**src/rtl/ddr3_sched_pkg.sv**
```systemverilog
// Shared types and constants for the DDR3 ring scheduler.
//   state_e : scheduler FSM states
//   grant_e : direction of the most recent grant (round-robin memory)
//   CMD_WR / CMD_RD : MIG app_cmd encodings
package ddr3_sched_pkg;

  typedef enum logic [2:0] {
    IDLE,
    WR_FETCH,
    WR_WAIT,
    WR_ISSUE,
    RD_ISSUE
  } state_e;

  typedef enum logic {
    GNT_WRITE,
    GNT_READ
  } grant_e;

  localparam logic [2:0] CMD_WR = 3'b000;
  localparam logic [2:0] CMD_RD = 3'b001;

endpackage

```
**src/rtl/ddr3_ring_ptr.sv**
```systemverilog
// Modulo-RING_BEATS beat pointer with MIG address generation.
//   clk, rst_n : clock, async active-low reset (pointer returns to beat 0)
//   inc        : advance one beat; wraps RING_BEATS-1 -> 0
//   addr       : RING_BASE + idx * ADDR_INC
module ddr3_ring_ptr #(
  parameter int ADDR_W     = 30,
  parameter int RING_BEATS = 4096,
  parameter int RING_BASE  = 0,
  parameter int ADDR_INC   = 8
) (
  input  logic              clk,
  input  logic              rst_n,
  input  logic              inc,
  output logic [ADDR_W-1:0] addr
);

  localparam int IW = $clog2(RING_BEATS);

  logic [IW-1:0] idx;

  // RING_BEATS is a power of two, so the natural binary rollover is the wrap.
  always_ff @(posedge clk or negedge rst_n) begin
    if (!rst_n)   idx <= '0;
    else if (inc) idx <= idx + IW'(1);
  end

  assign addr = ADDR_W'(RING_BASE) + ADDR_W'(idx) * ADDR_W'(ADDR_INC);

endmodule

```
**src/rtl/ddr3_ring_scheduler.sv**
```systemverilog
// Burst scheduler sharing the MIG app_* interface between the ingress
// capture FIFO (writes into a DDR3 ring) and the egress pipe-out FIFO
// (reads of the oldest ring data). Grants alternate on ties.
//   clk, rst_n        : MIG ui_clk, async active-low reset
//   enable, calib_done: scheduling permitted / MIG calibrated
//   ib_*              : ingress read strobe, data (1 cycle after ib_re), occupancy
//   ob_*              : egress write strobe/data (registered), occupancy
//   app_*             : MIG command, write data and read return
//   fill              : beats in the ring not yet read-issued
//   rd_pending        : read commands accepted whose data has not returned
//   busy              : FSM active or reads outstanding
module ddr3_ring_scheduler
  import ddr3_sched_pkg::*;
#(
  parameter int ADDR_W      = 30,
  parameter int DATA_W      = 256,
  parameter int ADDR_INC    = 8,
  parameter int RING_BASE   = 0,
  parameter int RING_BEATS  = 4096,
  parameter int BURST_LEN   = 8,
  parameter int OB_DEPTH    = 128,
  parameter int OB_HEADROOM = 4
) (
  input  logic                          clk,
  input  logic                          rst_n,
  input  logic                          enable,
  input  logic                          calib_done,
  output logic                          ib_re,
  input  logic [DATA_W-1:0]             ib_data,
  input  logic                          ib_valid,
  input  logic [6:0]                    ib_count,
  output logic                          ob_we,
  output logic [DATA_W-1:0]             ob_data,
  input  logic [6:0]                    ob_count,
  output logic                          app_en,
  output logic [2:0]                    app_cmd,
  output logic [ADDR_W-1:0]             app_addr,
  input  logic                          app_rdy,
  output logic                          app_wdf_wren,
  output logic                          app_wdf_end,
  output logic [DATA_W-1:0]             app_wdf_data,
  output logic [DATA_W/8-1:0]           app_wdf_mask,
  input  logic                          app_wdf_rdy,
  input  logic [DATA_W-1:0]             app_rd_data,
  input  logic                          app_rd_data_valid,
  output logic [$clog2(RING_BEATS):0]   fill,
  output logic [4:0]                    rd_pending,
  output logic                          busy
);

  localparam int FW = $clog2(RING_BEATS) + 1;
  localparam int BW = $clog2(BURST_LEN) + 1;

  state_e            state, state_nx;
  grant_e            last_grant;
  logic [BW-1:0]     beat_cnt;
  logic              cmd_done, dat_done;
  logic [FW-1:0]     fill_q;
  logic [4:0]        rd_pend_q;
  logic [DATA_W-1:0] wdata_q;
  logic [ADDR_W-1:0] wr_addr, rd_addr;

  logic              we_ok, re_ok;
  logic [FW-1:0]     room;
  logic [9:0]        ob_need;
  logic              grant_wr, grant_rd;
  logic              cmd_acc, dat_acc, beat_done, last_beat;
  logic              wr_inc, rd_inc;

  // ---------------- eligibility ----------------
  assign room    = FW'(RING_BEATS) - fill_q;
  assign ob_need = 10'(ob_count) + 10'(rd_pend_q) + 10'(BURST_LEN);

  assign we_ok = enable & calib_done & (ib_count >= 7'(BURST_LEN)) &
                 (room >= FW'(BURST_LEN));
  // Outstanding reads count against egress space: their data lands later.
  assign re_ok = enable & calib_done & (fill_q >= FW'(BURST_LEN)) &
                 (ob_need <= 10'(OB_DEPTH - OB_HEADROOM));

  assign last_beat = (beat_cnt == BW'(BURST_LEN - 1));

  // ---------------- pointers ----------------
  ddr3_ring_ptr #(
    .ADDR_W(ADDR_W), .RING_BEATS(RING_BEATS), .RING_BASE(RING_BASE), .ADDR_INC(ADDR_INC)
  ) u_wr_ptr (
    .clk(clk), .rst_n(rst_n), .inc(wr_inc), .addr(wr_addr)
  );

  ddr3_ring_ptr #(
    .ADDR_W(ADDR_W), .RING_BEATS(RING_BEATS), .RING_BASE(RING_BASE), .ADDR_INC(ADDR_INC)
  ) u_rd_ptr (
    .clk(clk), .rst_n(rst_n), .inc(rd_inc), .addr(rd_addr)
  );

  // ---------------- FSM ----------------
  always_ff @(posedge clk or negedge rst_n) begin
    if (!rst_n) state <= IDLE;
    else        state <= state_nx;
  end

  always_comb begin
    state_nx     = state;
    grant_wr     = 1'b0;
    grant_rd     = 1'b0;
    ib_re        = 1'b0;
    app_en       = 1'b0;
    app_cmd      = CMD_WR;
    app_addr     = '0;
    app_wdf_wren = 1'b0;
    cmd_acc      = 1'b0;
    dat_acc      = 1'b0;
    beat_done    = 1'b0;
    wr_inc       = 1'b0;
    rd_inc       = 1'b0;
    case (state)
      IDLE: begin
        // On a tie, take the direction not served last.
        if (we_ok && (!re_ok || last_grant == GNT_READ)) begin
          grant_wr = 1'b1;
          state_nx = WR_FETCH;
        end else if (re_ok) begin
          grant_rd = 1'b1;
          state_nx = RD_ISSUE;
        end
      end
      WR_FETCH: begin
        ib_re    = 1'b1;
        state_nx = WR_WAIT;
      end
      WR_WAIT: begin
        if (ib_valid) state_nx = WR_ISSUE;
      end
      WR_ISSUE: begin
        // Command and data handshakes complete independently; each is
        // dropped as soon as its own ready is seen.
        app_en       = !cmd_done;
        app_addr     = cmd_done ? '0 : wr_addr;
        app_wdf_wren = !dat_done;
        cmd_acc      = app_en & app_rdy;
        dat_acc      = app_wdf_wren & app_wdf_rdy;
        beat_done    = (cmd_done | cmd_acc) & (dat_done | dat_acc);
        if (beat_done) begin
          wr_inc   = 1'b1;
          state_nx = last_beat ? IDLE : WR_FETCH;
        end
      end
      RD_ISSUE: begin
        app_en   = 1'b1;
        app_cmd  = CMD_RD;
        app_addr = rd_addr;
        if (app_rdy) begin
          rd_inc = 1'b1;
          if (last_beat) state_nx = IDLE;
        end
      end
      default: state_nx = IDLE;
    endcase
  end

  // ---------------- datapath ----------------
  always_ff @(posedge clk or negedge rst_n) begin
    if (!rst_n) begin
      last_grant <= GNT_READ;
      beat_cnt   <= '0;
      cmd_done   <= 1'b0;
      dat_done   <= 1'b0;
      fill_q     <= '0;
      rd_pend_q  <= '0;
      wdata_q    <= '0;
      ob_we      <= 1'b0;
      ob_data    <= '0;
    end else begin
      if (grant_wr)      last_grant <= GNT_WRITE;
      else if (grant_rd) last_grant <= GNT_READ;

      if (grant_wr || grant_rd)  beat_cnt <= '0;
      else if (wr_inc || rd_inc) beat_cnt <= beat_cnt + BW'(1);

      if (state == WR_WAIT && ib_valid) wdata_q <= ib_data;

      if (beat_done) begin
        cmd_done <= 1'b0;
        dat_done <= 1'b0;
      end else begin
        if (cmd_acc) cmd_done <= 1'b1;
        if (dat_acc) dat_done <= 1'b1;
      end

      // Fill grows only when a whole write burst is accepted, so reads can
      // never target a beat whose write command is still pending.
      if (wr_inc && last_beat) fill_q <= fill_q + FW'(BURST_LEN);
      else if (rd_inc)         fill_q <= fill_q - FW'(1);

      case ({rd_inc, app_rd_data_valid})
        2'b10:   rd_pend_q <= rd_pend_q + 5'd1;
        2'b01:   rd_pend_q <= rd_pend_q - 5'd1;
        default: ;
      endcase

      ob_we   <= app_rd_data_valid;
      ob_data <= app_rd_data;
    end
  end

  assign app_wdf_end  = app_wdf_wren;
  assign app_wdf_data = wdata_q;
  assign app_wdf_mask = '0;
  assign fill         = fill_q;
  assign rd_pending   = rd_pend_q;
  assign busy         = (state != IDLE) || (rd_pend_q != 5'd0);

endmodule

```
**config.mk**
```make
export PLATFORM = sky130hd
export DESIGN_NAME = ddr3_ring_scheduler
export DESIGN_NICKNAME = d
export VERILOG_FILES = /design/src/rtl/ddr3_sched_pkg.sv /design/src/rtl/ddr3_ring_ptr.sv /design/src/rtl/ddr3_ring_scheduler.sv
export SDC_FILE = /design/constraint.sdc
export NUM_CORES = 1
export LEC_CHECK = 0
export CELL_PAD_IN_SITES_DETAIL_PLACEMENT = 0
export CELL_PAD_IN_SITES_GLOBAL_PLACEMENT = 1
export CORE_AREA = 10 10 433 435
export CTS_CLUSTER_SIZE = 24
export DETAILED_ROUTE_END_ITERATION = 7
export DIE_AREA = 0 0 443 445
export PLACE_DENSITY_LB_ADDON = 0.12
export SLEW_MARGIN = 0
export SYNTH_ARGS = -nofsm -noshare
export SYNTH_HDL_FRONTEND = slang
export SYNTH_HIERARCHICAL = 1
export SYNTH_SLANG_ARGS = --single-unit
```
**constraint.sdc**
```tcl
create_clock -name clk -period 3.3 [get_ports clk]
set_input_delay 0.495 -clock clk [delete_from_list [all_inputs] [get_ports clk]]
set_output_delay 0.495 -clock clk [all_outputs]
set_load 0.1 [all_outputs]
```
==> results.yml <==
timing:
  skew_ns: 0.0254
  finalSetupViolCount: 0
  worstMarginPinSlew_ns: 1.14
  rsz0062_at_grt: "no"
  layout_setup_ws_ns: 0.267
  finalSetupTns_ns: 0
  final.min_clock_period_ns: 3.03
  fin_crit_sh_pct: 91.9
  hold_viol: 0
  holdWs_ns: 0.236
  max_freq_ghz: 0.330
  relSlewSlack_pct: 23.9
  drv_slew: 0
floorplan:
  io_pins: 1135
  die_h_um: 445
  die_x_um: 443
  die_area_mm2: 0.197
  core-area_mm2: 0.178
  start_util_pct: 11.2
  row_count: 155
clock_network:
  clk_latency_ns: 0.69
  cts.sinks: 565
  clk_pin_slew_ns: 0.06
  root_buffer: "clkbuf_16"
  numCtsBuffers: 80
  clock_path_buffers: 3
  cts_tree: "built"
  h-tree-depth: 3
cells_and_area:
  fin_nets: 2964
  drive_above_1_share_pct: 34.0
  layoutNonFillerInstCount: 4836
  final_area_mm2: 0.0356
  num-fill-cells: 19201
  postLayoutCoreUtil_pct: 20.0
  area_growth_pct: 77.9
setup_path:
  critPathBufInv: 1
  slowest_stage: "dfrtp_1"
  cp_cell_sequence: "nand3b_1 -> nor2_4 -> a22o_1 -> buf_12"
  path_delay_family: "simple AND/OR/NAND/NOR gates"
  arrival_ns: 2.54
  worstSetupStartpointType: "flop"
  cp.required_ns: 2.80
  crit_type: "flop to primary output"
  cp-end-kind: "primary output"
  max_stage_delay_ns: 0.48
  cp_max_fo: 15
place:
  post_dp_cell_area_mm2: 0.0329
  dp.cells: 4678
  post-place-ws_ns: 0.308
  hpwlAfterDp_um: 100000
  gp_congestion: 0.801
  port_buffers: 1079
global_route:
  grt_overflow_total: 0
  grt_max_degree: 73
  antenna_found_initial: 73
  grt_pass1_vias: 16619
  grt_pass1_wl_um: 158000
  track_usage_pct: 11.7
logic_synthesis:
  yosys-top-cells-area: "dfrtp_1 (71%), mux2_2 (15%), buf_4 (2.7%)"
  synth_edf_count: 0
  yosys_warnings: 6
  synth_top_cell_by_area: "dfrtp_1"
  avgSynthCellArea_um2: 16.0
  ys_ff_latch: 565
  syn_area_mm2: 0.0200
  yosys.cell_types.count: 60
  synth_flop_cell: "dfrtp_1"
  ys_seq_area_share_pct: 70.7
  synth_top_area_share_pct: 70.6
  synth_cells: 1252
  synth_async_sr_flop_share_pct: 100
min_path:
  hp-class: "input pin to flop"
pwr:
  leakagePower_nw: 15.0
  ir_worst_vdd_mv: 0.608
  power_mw: 42.5
  power_density_mw_per_mm2: 1190
route:
  ant_nets: 0
  vias: 14969
  wire_per_inst_um: 24.9
  finalWirelength_um: 120000
  drc: 0
  via_per_inst: 3.10
  dr.pass1.iters: 4
  drtIter0Drc: 569
status:
  outcome: "finished, final reports clean"
flow_run:
  maxCapViolCount: 0
-- worst register-to-register path: stages (launching register included) --
cell and delay [ns]:
dfrtp_1 0.53, or4_4 0.63, nor4_2 0.57, a211oi_1 0.10, buf_4 0.17, a31oi_1 0.15
a21boi_2 0.21, o21ai_1 0.09
-- cells by family (layout without fill, tap and decap cells) --
group                    Yosys count  in the layout  synth area share (%)
multiplexers                     260            260                  14.6
adder cells (fa/ha/maj)           24             24                  1.58
buffers and inverters            141           1281                  4.24
flip-flops                       565            565                  70.7
other                              3             92                0.0563
AO/OA/AOI/OAI                     84             84                  3.08
AND/OR/NAND/NOR                  130            130                  3.75
XOR/XNOR                          45             45                  1.97
-- where the power goes --
part / leakage [nW] / switching (mW) / internal [mW]
Sequential: 6.66 / 1.19 / 8.87
Combinational: 7.06 / 18.4 / 5.29
Clock: 1.29 / 3.51 / 5.27
-- routing by layer --
| metal | vias to the layer above | part of all wire (%) | global-route usage [%] |
|---|---|---|---|
| met1 | 7550 | 32 | 10.7 |
| met2 | 661 | 55 | 22.1 |
| met5 | - | 0.20 | 0 |
| met4 | 40 | 2.8 | 4.00 |
| li1 | 6512 | - | - |
| met3 | 206 | 10 | 6.12 |
-- layout by cell type, fill, tap and decap left out, types with 9 or more instances in the layout --
cell and n:
mux2_2 259, a21oi_1 19, buf_12 24, clkinv_2 11
clkbuf_8 15, a22o_1 30, nand4_1 9, clkbuf_1 17
clkbuf_16 82, inv_1 24, diode_2 22, nor3_1 19
clkdlybuf4s50_1 681, nor2_1 20, buf_4 415, nand3_1 12
nand2_1 36, dfrtp_1 564, ha_1 22, xor2_1 17
xnor2_1 28, conb_1 70
-- cell usage after synthesis, types with 2 or more instances --
cell and n:
conb_1 3, nand4_4 2, o22ai_1 2, nand4_1 9, nor4bb_1 2, a32oi_1 2, buf_4 73, nor3_1 19
or3_1 4, nand3b_1 2, fa_1 2, a21o_1 5, nand2_1 36, nand2b_1 2, xor2_1 17, inv_1 24
dfrtp_1 564, and3_1 3, nor4_4 2, a21oi_1 19, clkbuf_1 13, a41oi_1 2, or2_2 2, ha_1 22
a31oi_1 3, nand3_1 12, mux2_2 259, nor2_1 21, nor4_2 3, o21ai_0 7, a22o_1 30, xnor2_1 28
buf_2 30, nor4_1 2
-- final cells by class --
class | count | area [um^2] | area share [%]
Multi-Input combinational cell | 613 | 5290 | 14.9
Antenna cell | 22 | 55.1 | 0.155
Clock buffer | 114 | 2320 | 6.53
Sequential cell | 565 | 14100 | 39.7
Tap cell | 2355 | 2950 | 8.28
Timing Repair Buffer | 1122 | 10400 | 29.3
Clock inverter | 21 | 295 | 0.830
Inverter | 24 | 90.1 | 0.253
-- repair_timing --
action | in CTS | in global routing
gates resized for setup | 1 | 1
endpoints found under the hold margin | 34 | 0
setup endpoints to repair | 12 | 2
hold buffers | 1 | 0
gates cloned | 0 | 0
buffers inserted | 0 | 0
-- final timing paths --
kind                                                   start                             to  slack, ns  depth (start not counted)
worst min register to register  u_rd_ptr/idx[11]$_DFFE_PN0P_   u_rd_ptr/idx[11]$_DFFE_PN0P_       0.47                          1
min in group asynchronous                              rst_n  app_wdf_data[108]$_DFFE_PN0P_       0.39                          2
max in group asynchronous                              rst_n         ob_data[111]$_DFF_PN0_       1.81                          3
worst min-delay path                        app_rd_data[184]         ob_data[184]$_DFF_PN0_       0.24                          1
worst max register to register           fill[7]$_DFFE_PN0P_           state[2]$_DFFE_PN0P_       0.75                          7
worst max-delay path                    state[2]$_DFFE_PN0P_                    app_addr[3]       0.27                          4
-- state kept, by name (all words and copies together) (netlist names) --
signal / flops
u_rd_ptr/idx: 12
fill: 13
dat_done: 1
ob_we: 1
u_wr_ptr/idx: 12
last_grant: 1
state: 3
cmd_done: 1
rd_pending: 5
app_wdf_data: 256
ob_data: 256
beat_cnt: 4
(Power assumes the default switching activity.)
